`config.mk`:
```
export PLATFORM = sky130hd
export DESIGN_NAME = counter_arbiter
export DESIGN_NICKNAME = d
export VERILOG_FILES = /design/src/rtl/counter_arbiter.sv
export SDC_FILE = /design/constraint.sdc
export NUM_CORES = 1
export LEC_CHECK = 0
export CORE_MARGIN = 1
export CORE_UTILIZATION = 26
export CTS_BUF_LIST = sky130_fd_sc_hd__clkbuf_8 sky130_fd_sc_hd__clkbuf_16
export DETAILED_ROUTE_END_ITERATION = 6
export GPL_TIMING_DRIVEN = 0
export MAX_ROUTING_LAYER = met4
export RECOVER_POWER = 25
export SLEW_MARGIN = 20
export SYNTH_ARGS = -nofsm -noshare
export SYNTH_HDL_FRONTEND = slang
export SYNTH_SLANG_ARGS = --single-unit
```
`constraint.sdc`:
```
create_clock -name CLK -period 2 [get_ports CLK]
set_input_delay 0.3 -clock CLK [delete_from_list [all_inputs] [get_ports CLK]]
set_output_delay 0.3 -clock CLK [all_outputs]
set_load 0.005 [all_outputs]
```
`src/rtl/counter_arbiter.sv`:
```
// rtl/counter_arbiter.sv - two-requester arbiter/sequencer in front of a 4-bit mode counter
// Optional macro ROUND_ROBIN_EN selects alternating tie-break instead of fixed priority to requester 0.
module counter_arbiter (
  input  logic       CLK,
  input  logic       RESET,
  input  logic       REQ0,
  input  logic       REQ1,
  input  logic [1:0] MODO0,
  input  logic [1:0] MODO1,
  input  logic [3:0] D0,
  input  logic [3:0] D1,
  input  logic [3:0] STEPS0,
  input  logic [3:0] STEPS1,
  output logic       GNT0,
  output logic       GNT1,
  output logic       DONE0,
  output logic       DONE1,
  output logic [3:0] WRAPS,
  output logic       CNT_EN,
  output logic       CNT_RESET,
  output logic [1:0] CNT_MODO,
  output logic [3:0] CNT_D,
  input  logic       CNT_RCO
);

  typedef enum logic [2:0] {
    S_INIT,
    S_IDLE,
    S_LOAD,
    S_RUN,
    S_FLUSH,
    S_DONE
  } state_t;

  state_t     state_q, state_d;
  logic       owner_q, owner_d;
  logic [1:0] mode_q, mode_d;
  logic [3:0] dval_q, dval_d;
  logic [3:0] steps_q, steps_d;
  logic       run_prev_q, run_prev_d;
  logic [3:0] wraps_q, wraps_d;
  logic       gnt0_q, gnt0_d;
  logic       gnt1_q, gnt1_d;
  logic       done0_q, done0_d;
  logic       done1_q, done1_d;
  logic       cnt_en_q, cnt_en_d;
  logic       cnt_reset_q, cnt_reset_d;
  logic [1:0] cnt_modo_q, cnt_modo_d;
  logic [3:0] cnt_d_q, cnt_d_d;
  logic       winner;
  logic       busy;
`ifdef ROUND_ROBIN_EN
  logic       last_q, last_d;
`endif

  always_comb begin
    state_d  = state_q;
    owner_d  = owner_q;
    mode_d   = mode_q;
    dval_d   = dval_q;
    steps_d  = steps_q;
    wraps_d  = wraps_q;
    winner   = 1'b0;
`ifdef ROUND_ROBIN_EN
    last_d   = last_q;
    if (REQ0 && REQ1) winner = ~last_q;
    else              winner = REQ1;
`else
    if (!REQ0) winner = REQ1;
`endif

    case (state_q)
      S_INIT: state_d = S_IDLE;
      S_IDLE: begin
        if (REQ0 || REQ1) begin
          state_d = S_LOAD;
          owner_d = winner;
          mode_d  = winner ? MODO1 : MODO0;
          dval_d  = winner ? D1 : D0;
          steps_d = winner ? STEPS1 : STEPS0;
`ifdef ROUND_ROBIN_EN
          last_d  = winner;
`endif
        end
      end
      S_LOAD: state_d = (steps_q != 4'd0) ? S_RUN : S_FLUSH;
      S_RUN: begin
        steps_d = steps_q - 4'd1;
        if (steps_q == 4'd1) state_d = S_FLUSH;
      end
      S_FLUSH: state_d = S_DONE;
      S_DONE:  state_d = S_IDLE;
      default: state_d = S_INIT;
    endcase

    // RCO seen this cycle belongs to a step enabled in the previous cycle
    run_prev_d = (state_q == S_RUN);
    if (CNT_RCO && run_prev_q && (wraps_q != 4'd15)) wraps_d = wraps_q + 4'd1;
    if (state_d == S_LOAD) wraps_d = 4'd0;

    busy        = (state_d == S_LOAD) || (state_d == S_RUN) ||
                  (state_d == S_FLUSH) || (state_d == S_DONE);
    gnt0_d      = busy && !owner_d;
    gnt1_d      = busy && owner_d;
    done0_d     = (state_d == S_DONE) && !owner_d;
    done1_d     = (state_d == S_DONE) && owner_d;
    cnt_en_d    = (state_d == S_LOAD) || (state_d == S_RUN);
    cnt_reset_d = (state_d == S_INIT);
    cnt_modo_d  = 2'b00;
    cnt_d_d     = 4'd0;
    if (state_d == S_LOAD) begin
      cnt_modo_d = 2'b11;
      cnt_d_d    = dval_d;
    end else if (state_d == S_RUN) begin
      cnt_modo_d = mode_d;
      cnt_d_d    = dval_d;
    end
  end

  always_ff @(posedge CLK or posedge RESET) begin
    if (RESET) begin
      state_q     <= S_INIT;
      owner_q     <= 1'b0;
      mode_q      <= 2'b00;
      dval_q      <= 4'd0;
      steps_q     <= 4'd0;
      run_prev_q  <= 1'b0;
      wraps_q     <= 4'd0;
      gnt0_q      <= 1'b0;
      gnt1_q      <= 1'b0;
      done0_q     <= 1'b0;
      done1_q     <= 1'b0;
      cnt_en_q    <= 1'b0;
      cnt_reset_q <= 1'b1;
      cnt_modo_q  <= 2'b00;
      cnt_d_q     <= 4'd0;
`ifdef ROUND_ROBIN_EN
      last_q      <= 1'b1;
`endif
    end else begin
      state_q     <= state_d;
      owner_q     <= owner_d;
      mode_q      <= mode_d;
      dval_q      <= dval_d;
      steps_q     <= steps_d;
      run_prev_q  <= run_prev_d;
      wraps_q     <= wraps_d;
      gnt0_q      <= gnt0_d;
      gnt1_q      <= gnt1_d;
      done0_q     <= done0_d;
      done1_q     <= done1_d;
      cnt_en_q    <= cnt_en_d;
      cnt_reset_q <= cnt_reset_d;
      cnt_modo_q  <= cnt_modo_d;
      cnt_d_q     <= cnt_d_d;
`ifdef ROUND_ROBIN_EN
      last_q      <= last_d;
`endif
    end
  end

  assign GNT0      = gnt0_q;
  assign GNT1      = gnt1_q;
  assign DONE0     = done0_q;
  assign DONE1     = done1_q;
  assign WRAPS     = wraps_q;
  assign CNT_EN    = cnt_en_q;
  assign CNT_RESET = cnt_reset_q;
  assign CNT_MODO  = cnt_modo_q;
  assign CNT_D     = cnt_d_q;

endmodule

```
---- After elaboration in Yosys (flattened, before gate mapping) ----
Index checks and enable logic that the tools add are counted.
operators by class
  $add $sub $neg .......................... 2
  equal/unequal tests ..................... 12
  muxes and demuxes ....................... 22
  reductions and logical operators ........ 18
operator list
  operator                                           number
  two-way mux 4 bit                                  9
  one-hot mux 3 bit (5 select lines)                 1
  == test 3 x 2 -> 1 bit (second input constant)     4
  == test 3 bit (second input constant)              4
  two-way mux 2 bit                                  5
  two-way mux 3 bit                                  3
  one-hot mux 4 bit (2 select lines)                 1
  logical AND 1 bit                                  6
  logical NOT 3 bit                                  2
  adder 4 x 1 -> 4 bit (second input constant)       1
  == test 4 x 1 -> 1 bit (second input constant)     1
  logical OR 1 bit                                   4
  != test 4 bit (second input constant)              1
  nonzero test 2 bit                                 2
  nonzero test 4 bit                                 1
  subtractor 4 x 1 -> 4 bit (second input constant)  1
  == test 3 x 1 -> 1 bit (second input constant)     1
  two-way mux 1 bit                                  3
  != test 2 bit (second input constant)              1
  AND reduction 2 bit                                1
  OR reduction 2 bit                                 1
  logical NOT 1 bit                                  1
storage, ports and cells
  register bits ........................... 31
  input bits .............................. 25
  output and inout port bits .............. 16
  word-level logic and storage cells ...... 69

---- Depth between registers and ports, before layout ----
Gate-level depths: netlist of the first run.
  depth in word-level cells ............... 8
  depth in mapped cells ................... 6

---- Worst setup path after synthesis of the first run ----
OpenSTA, ideal clock, no wires.
  kind .................................... flip-flop to flip-flop
  from .................................... register state_q[2]
  to ...................................... register cnt_modo_q[0] (netlist: CNT_MODO[0])
  setup time .............................. 0.138 ns
  arrival time ............................ 1.322 ns
  path slack .............................. 0.540 ns
  cell stages (with the launch flop) ...... 5
  clock period less this slack ............ 1.460 ns
  cells stage by stage .................... dfrtp_1 nor3b_4 o21ai_2 a222oi_1 a21oi_1
on the way
  longest elaborated chain between the ends .. 6
  elaborated cells between the ends (all ways) .. 15
  classes of those cells .................. eq/ne (7); mux (6); reduce/logical (2)
ends and longest elaborated chain
  element                                             RTL line  RTL
  start, declared                                     35        state_t state_q, state_d;
  start signal, assigned                              141       state_q <= state_d;
  == test 3 bit or logical NOT 3 bit (tied branches)  72        case (state_q)
  OR reduction 2 bit (no source line)                 n/a
  one-hot mux 3 bit (5 select lines)                  72
  == test 3 x 2 -> 1 bit                              114       end else if (state_d == S_RUN) begin
  two-way mux 2 bit                                   114
  two-way mux 2 bit (*)                               111       if (state_d == S_LOAD) begin
  net cnt_modo_d[0]                                   48        logic [1:0] cnt_modo_q, cnt_modo_d;
  end signal, assigned                                154       cnt_modo_q <= cnt_modo_d;
  end, declared                                       48
The timed path passes the listed nets; every way through them passes the cells marked *.
A chain may end at the register's enable or synchronous reset.

---- Worst setup path after layout of the first run ----
  from .................................... input port REQ1
  to ...................................... register cnt_modo_q[0] (netlist: CNT_MODO[0])
on the way
  longest elaborated chain between the ends .. 6
  elaborated cells between the ends (all ways) .. 11
  classes of those cells .................. eq/ne (2); mux (8); reduce/logical (1)
ends and longest elaborated chain
  element                                                                  RTL line  RTL
  start, declared                                                          7         input logic REQ1,
  logical OR 1 bit or two-way mux 1 bit (tied branches)                    75, 69
  two-way mux 3 bit or two-way mux 2 bit (tied branches)                   75, 78
  one-hot mux 3 bit (5 select lines) or two-way mux 2 bit (tied branches)  72, 75
  == test 3 x 2 -> 1 bit or two-way mux 2 bit (tied branches)              114, 72
  two-way mux 2 bit                                                        114
  two-way mux 2 bit (*)                                                    111
  net cnt_modo_d[0]                                                        48
Marks and branches as above.

==> results of run 1 <==
-- cell usage after synthesis (all sizes together), types with 2 or more instances --
| library cell | instances | area [sq um] |
|---|---|---|
| a21oi | 7 | 35.0 |
| a222oi | 5 | 50.1 |
| a31oi | 5 | 31.3 |
| buf | 3 | 15.0 |
| dfrtp | 30 | 751 |
| ha | 3 | 37.5 |
| inv | 12 | 45.0 |
| mux2 | 3 | 33.8 |
| mux2i | 2 | 20.0 |
| nand2 | 10 | 37.5 |
| nand3 | 2 | 10.0 |
| nor2 | 16 | 60.1 |
| nor2b | 4 | 25.0 |
| nor3 | 2 | 10.0 |
| nor3b | 3 | 33.8 |
| o21ai | 8 | 43.8 |
| xnor2 | 3 | 26.3 |
-- sequential cells by signal (all words and copies together) (netlist names) --
signal,count
DONE0,1
CNT_MODO,2
run_prev_q,1
GNT0,1
CNT_D,4
DONE1,1
WRAPS,4
owner_q,1
CNT_EN,1
state_q,3
steps_q,4
mode_q,2
CNT_RESET,1
GNT1,1
dval_q,4
-- cell type report --
class	instances	area [sq um]	share of cell area [%]
Buffer	3	13.8	0.694
Clock buffer	5	68.8	3.47
Clock inverter	3	12.5	0.631
Inverter	12	45.0	2.27
Multi-Input combinational cell	88	578	29.1
Sequential cell	31	777	39.2
Tap cell	70	87.6	4.42
Timing Repair Buffer	40	400	20.2
-- stage by stage --
stage / util [%] / TNS (ns)
2_1_floorplan: - / 0
3_3_place_gp: 36.8 / -0.231
3_5_place_dp: 36.8 / -0.315
4_1_cts: 38.4 / 0
5_1_grt: 38.3 / 0
6_report: 38.3 / 0
-- path summary, 6_finish.rpt --
check | cells past startpoint | endpoint
max in group asynchronous | 2 | run_prev_q
setup reg to reg | 4 | CNT_MODO[0]
min in group asynchronous | 2 | dval_q[2]
hold / removal | 2 | CNT_MODO[1]
setup / recovery | 6 | CNT_MODO[0]
hold reg to reg | 2 | CNT_MODO[1]
-- worst reg2reg max path, stage by stage (launching register included) --
cell      delay [ns]
dfrtp_1         0.44
clkbuf_1        0.34
and4b_4         0.29
a222oi_1        0.37
a21oi_1         0.12
-- routing by layer --
layer	track usage, %	routed length, um	share of wire [%]
met5	-	0	0
met2	17.5	1370	45
met4	4.94	37	1.2
met1	16.2	1500	49
met3	4.50	161	5.2
-- where the power goes --
group / internal (W) / total (W) / leakage (nW) / switching (W)
registers: 0.000896 / 0.00107 / 0.384 / 0.000173
clock network: 0.000233 / 0.000447 / 0.0505 / 0.000214
logic: 0.000588 / 0.00116 / 0.426 / 0.000577
-- logic make-up (layout without fill, tap and decap cells) --
group	count (synthesis)	count (layout)
AOI/OAI and AO/OA	31	31
xor gates and xnor gates	3	3
adders and majority gates	3	3
DFF	31	31
muxes	5	5
buffers and inverters	15	63
and+or+nand+nor	46	46
==> flow_summary.toml, run 1 <==
[run_status]
status = "finished, final reports clean"

[synth]
synth.ff_latch_count = 31
netlist_area_sq_um = 1420
synth_async_sr_flop_share_pct = 100
synth.yosys.seq_area_share_pct = 54.9
adder_cell_fraction_of_synth_area_pct = 2.65
largest_family_of_logic_cells_by_synthesized_area = "simple AND/OR/NAND/NOR gates"
synth_cells = 134
synth_top_flop_cell = "dfrtp_1"
synthDistinctLibCells = 35
post_synth_and_or_nand_nor_area_fraction_pct = 17.9
synthesis.yosys.warnings = 0
syn_area_per_cell_sq_um = 10.6
postSynthNetCount = 162
post_synth_mux_area_share_pct = 3.80
synth_xor_area_share_pct = 1.86
synthesized_area_fraction_occupied_by_ao_oa_aoi_and_oai_cells_pct = 14.7
synth_edf_count = 0

[detailed_routing]
number_of_iterations_in_the_first_detailed_routing_pass = 4
vias = 1149
detail_route.vias_per_cell = 4.56
postRouteAntennaNets = 0
drc_errors = 0
detail_route.iter0.violations = 65
wl_per_cell_um = 12.2
detail_route.wirelength_um = 3070

[critical_path]
critical_path_class = "input pin to register"
cpPeakStageDelay_ns = 0.54
regToRegSetupSlack_ns = 0.31
end_kind = "register"
worstPathCellList = "clkdlybuf4s50_1 > nor2b_1 > buf_2 > and4b_4 > a222oi_1 > a21oi_1"
worstPathRequired_ns = 2.14
timing.critical_path.from = "REQ1"
cp.buffers_inverters = 2
worst_setup_path_start_kind = "input pin"
worst-endpoint-arrival_ns = 1.95
crit_fanout = 7
critical_path.reg2reg.startpoint = "state_q[1]"
cp_slowest_cell = "clkdlybuf4s50_1"
path_delay_family = "buffers and inverters"

[global_route]
global_route_wire_length_before_repair_um = 5000
grt_antenna_before_repair = 0
via_count_of_the_first_global_routing_pass = 1040
groute.usage.overall_pct = 12.5
grt_start_max_net_pins = 32
globalRoute.totalOverflow = 0

[finish]
synthToLayoutAreaGrowth_pct = 40.1
antenna-diode-count = 0
layout.cells.non_filler = 252
drive_above_1_share_pct = 8.24
layout.cells.most_common = "clkdlybuf4s50_1"
final_design_area_no_fill_sq_um = 1980
n_fill_cell = 524
most-common-layout-cells = "clkdlybuf4s50_1, dfrtp_1, nor2_1"
num-nets-final = 209

[min_path]
timing.hold.worst.start = "mode_q[1]"
timing.hold.worst.class = "register to register"

[clock_tree]
post_cts_hold_buffer_count = 0
cts_tree = "built"
clock_path_buffers = 2
tritoncts.num_buffers = 5
cts_num_sinks = 31
clk_root_buffer_cell = "clkbuf_8"
clock_latency_ns = 0.28
cts_setup_buffers = 0
cts.clk_slew.worst_paths_ns = 0.06
ctsResizeCount = 0
htree_num_levels = 2

[run]
max_cap_violations = 0

[sta]
fin_skew_ns = 0.00610
postLayoutSetupSlackWorst_ns = 0.189
finalCritPeriodShare_pct = 90.6
final.min_clock_period_ns = 1.81
tightestPinTransition_ns = 1.13
final-setup-viol-count = 0
clock.fmax_ghz = 0.552
rsz0062_at_grt = "no"
slew_headroom_pct = 24.3
slew_violations = 0
finalHoldViolCount = 0
timing.hold.ws_ns = 0.506

[floorplan]
die_x_um = 75.8
top_level_ports = 41
floorplan.initialDensity_pct = 27.4
coreArea_sq_um = 5170
die_height_um = 75.8
die_area_sq_um = 5740
fp-row-count = 26

[placed_design]
gp_congestion = 0.808
dp_cells = 244
post-dp-hpwl_um = 2180
numPortBuffers = 40
postPlaceCellArea_sq_um = 1900
dpl_worst_slack_ns = -0.0825

[power]
total_power_w = 0.00268
powerDensity_nw_per_um2 = 1350
leakagePower_nw = 0.860
vdd_ir_drop_max_v = 0.000342
(Power assumes the default switching activity.)
==> inputs of run 2 (changes only) <==
==> constraint.sdc (replaced) <==
create_clock -name CLK -period 2.25 [get_ports CLK]
set_input_delay 0.3375 -clock CLK [delete_from_list [all_inputs] [get_ports CLK]]
set_output_delay 0.3375 -clock CLK [all_outputs]
set_load 0.005 [all_outputs]
==> results of run 2 <==
The final DEF is identical to that of run 1. Status: finished, final reports clean.
Among the figures that moved: setup slack after placement -0.0825 ns -> 0.130 ns; setup slack after layout 0.189 ns -> 0.401 ns; register-to-register setup slack 0.31 ns -> 0.56 ns; total power 0.00268 W -> 0.00238 W; worst IR drop on VDD 0.000342 V -> 0.000304 V
==> inputs of run 3 (changes only) <==
==> constraint.sdc (replaced) <==
create_clock -name CLK -period 1.8 [get_ports CLK]
set_input_delay 0.27 -clock CLK [delete_from_list [all_inputs] [get_ports CLK]]
set_output_delay 0.27 -clock CLK [all_outputs]
set_load 0.005 [all_outputs]
==> run 3 against run 2 <==
Compared with the run above:
- register-to-register slack worse by 0.39 ns
- worst setup slack worse by 0.23 ns
- utilization is 0.46 points higher
- critical path type is now register to register
- largest cell class unchanged
==> flow_summary.toml, run 3 (synthesized netlist as in run 1, its figures left out) <==
[finish]
antenna-diode-count = 0
layout.cells.most_common = "clkdlybuf4s50_1"
num-nets-final = 210
drive_above_1_share_pct = 10.4
layout.cells.non_filler = 253
n_fill_cell = 522
synthToLayoutAreaGrowth_pct = 41.8
final_design_area_no_fill_sq_um = 2010
most-common-layout-cells = "clkdlybuf4s50_1, dfrtp_1, nor2_1"

[clock_tree]
cts_num_sinks = 31
tritoncts.num_buffers = 5
cts.clk_slew.worst_paths_ns = 0.06
clk_root_buffer_cell = "clkbuf_8"
cts_tree = "built"
htree_num_levels = 2
clock_latency_ns = 0.28
post_cts_hold_buffer_count = 0
clock_path_buffers = 2

[power]
leakagePower_nw = 0.887
vdd_ir_drop_max_v = 0.000434
powerDensity_nw_per_um2 = 1500

[critical_path]
critical_path_class = "register to register"
path_delay_family = "flip-flops"
regToRegSetupSlack_ns = 0.17
timing.critical_path.from = "steps_q[0]"
critical_path.reg2reg.startpoint = "steps_q[0]"
endpoint = "CNT_D[3]"
cpPeakStageDelay_ns = 0.39
crit_fanout = 7
cp_slowest_cell = "dfrtp_1"
worstPathRequired_ns = 2.01
worst_setup_path_start_kind = "register"
worst-endpoint-arrival_ns = 1.84
critical_r2r_capture = "CNT_D[3]"
worst_r2r_path_depth = 6
timing.critical_path.depth = 6
cp.buffers_inverters = 1
end_kind = "register"
worstPathCellList = "inv_1 > ha_1 > mux2_2 > a21oi_1 > nor2_2 > nor2_1"

[floorplan]
fp-row-count = 26
die_height_um = 75.8
top_level_ports = 41
die_area_sq_um = 5740
coreArea_sq_um = 5170
floorplan.initialDensity_pct = 27.4
die_x_um = 75.8

[global_route]
grt_util_met1_pct = 16.2
grt_antenna_before_repair = 0
global_route_wire_length_before_repair_um = 5000
gr-usage-met3_pct = 4.50
globalRoute.totalOverflow = 0
via_count_of_the_first_global_routing_pass = 1040
global_route.usage.met2_pct = 17.5
groute.usage.overall_pct = 12.5
grt_start_max_net_pins = 32
globalRoute.busiestLayer = "met2"

[detailed_routing]
detail_route.wirelength_um = 3060
detail_route.vias_per_cell = 4.61
detail_route.iter0.violations = 62
drc_errors = 0
wl_per_cell_um = 12.1
postRouteAntennaNets = 0
vias = 1166
number_of_iterations_in_the_first_detailed_routing_pass = 4

[placed_design]
gp_congestion = 0.808
post-dp-hpwl_um = 2180
postPlaceCellArea_sq_um = 1900
dp_cells = 244
numPortBuffers = 40

[run_status]
status = "finished, final reports clean"

[sta]
fin_skew_ns = 0.00450
finalHoldViolCount = 0
finalCritPeriodShare_pct = 90.5
slew_violations = 0
tightestPinTransition_ns = 1.14
final.min_clock_period_ns = 1.63
final-setup-viol-count = 0
slew_headroom_pct = 24.2
clock.fmax_ghz = 0.614
rsz0062_at_grt = "no"

[min_path]
worstHoldPathCells = 3
timing.hold.worst.class = "input pin to register"
timing.hold.worst.start = "REQ1"

[run]
max_cap_violations = 0
[run 3: final cells by class]
type | count | area, sq um | area share (%)
Tap cell | 70 | 87.6 | 4.36
Timing Repair Buffer | 41 | 413 | 20.6
Clock inverter | 3 | 12.5 | 0.623
Clock buffer | 5 | 68.8 | 3.43
Buffer | 3 | 15.0 | 0.748
Sequential cell | 31 | 777 | 38.7
Inverter | 12 | 45.0 | 2.24
Multi-Input combinational cell | 88 | 588 | 29.3
[run 3: per-stage QoR]
step / hold slack (ns) / setup slack, ns / TNS [ns] / utilization [%] / total power (W)
floorplan: 0.373 / 0.340 / 0 / - / 0.00198
global placement: 0.485 / -0.236 / -2.39 / 36.8 / 0.00247
detailed placement: 0.494 / -0.252 / -2.47 / 36.8 / 0.00251
CTS: 0.419 / 0.0495 / 0 / 38.4 / 0.00301
global route: 0.492 / 0.00290 / 0 / 38.8 / 0.00329
finish: 0.438 / 0.171 / 0 / 38.8 / 0.00301
[run 3: worst min path at each step]
| stage | to | slack, ns |
|---|---|---|
| final | owner_q | 0.44 |
| after global placement | dval_q[3] | 0.48 |
| after global routing | owner_q | 0.49 |
| after detailed placement | dval_q[1] | 0.49 |
| after floorplan | CNT_D[0] | 0.37 |
| after CTS | state_q[1] | 0.42 |
[run 3: where the power goes]
part	switching (W)	internal (W)	total (W)	leakage (nW)
logic	0.000653	0.000677	0.00133	0.453
clock network	0.000236	0.000259	0.000495	0.0505
registers	0.000191	0.000996	0.00119	0.384
[run 3: timing repair]
| item | in CTS | in global routing |
|---|---|---|
| buffers inserted | 0 | 1 |
| setup endpoints to repair | 0 | 13 |
| resized for setup | 0 | 4 |
[run 3: per-layer routing]
layer	wire [um]	part of all wire, %
met5	0	0
met4	51	1.7
met3	142	4.6
met2	1390	46
met1	1470	48
[run 3: tightest hold or removal path: stages]
cell,delay [ns]
dlymetal6s2s_1,0.21
a21oi_1,0.16
nor2_1,0.04
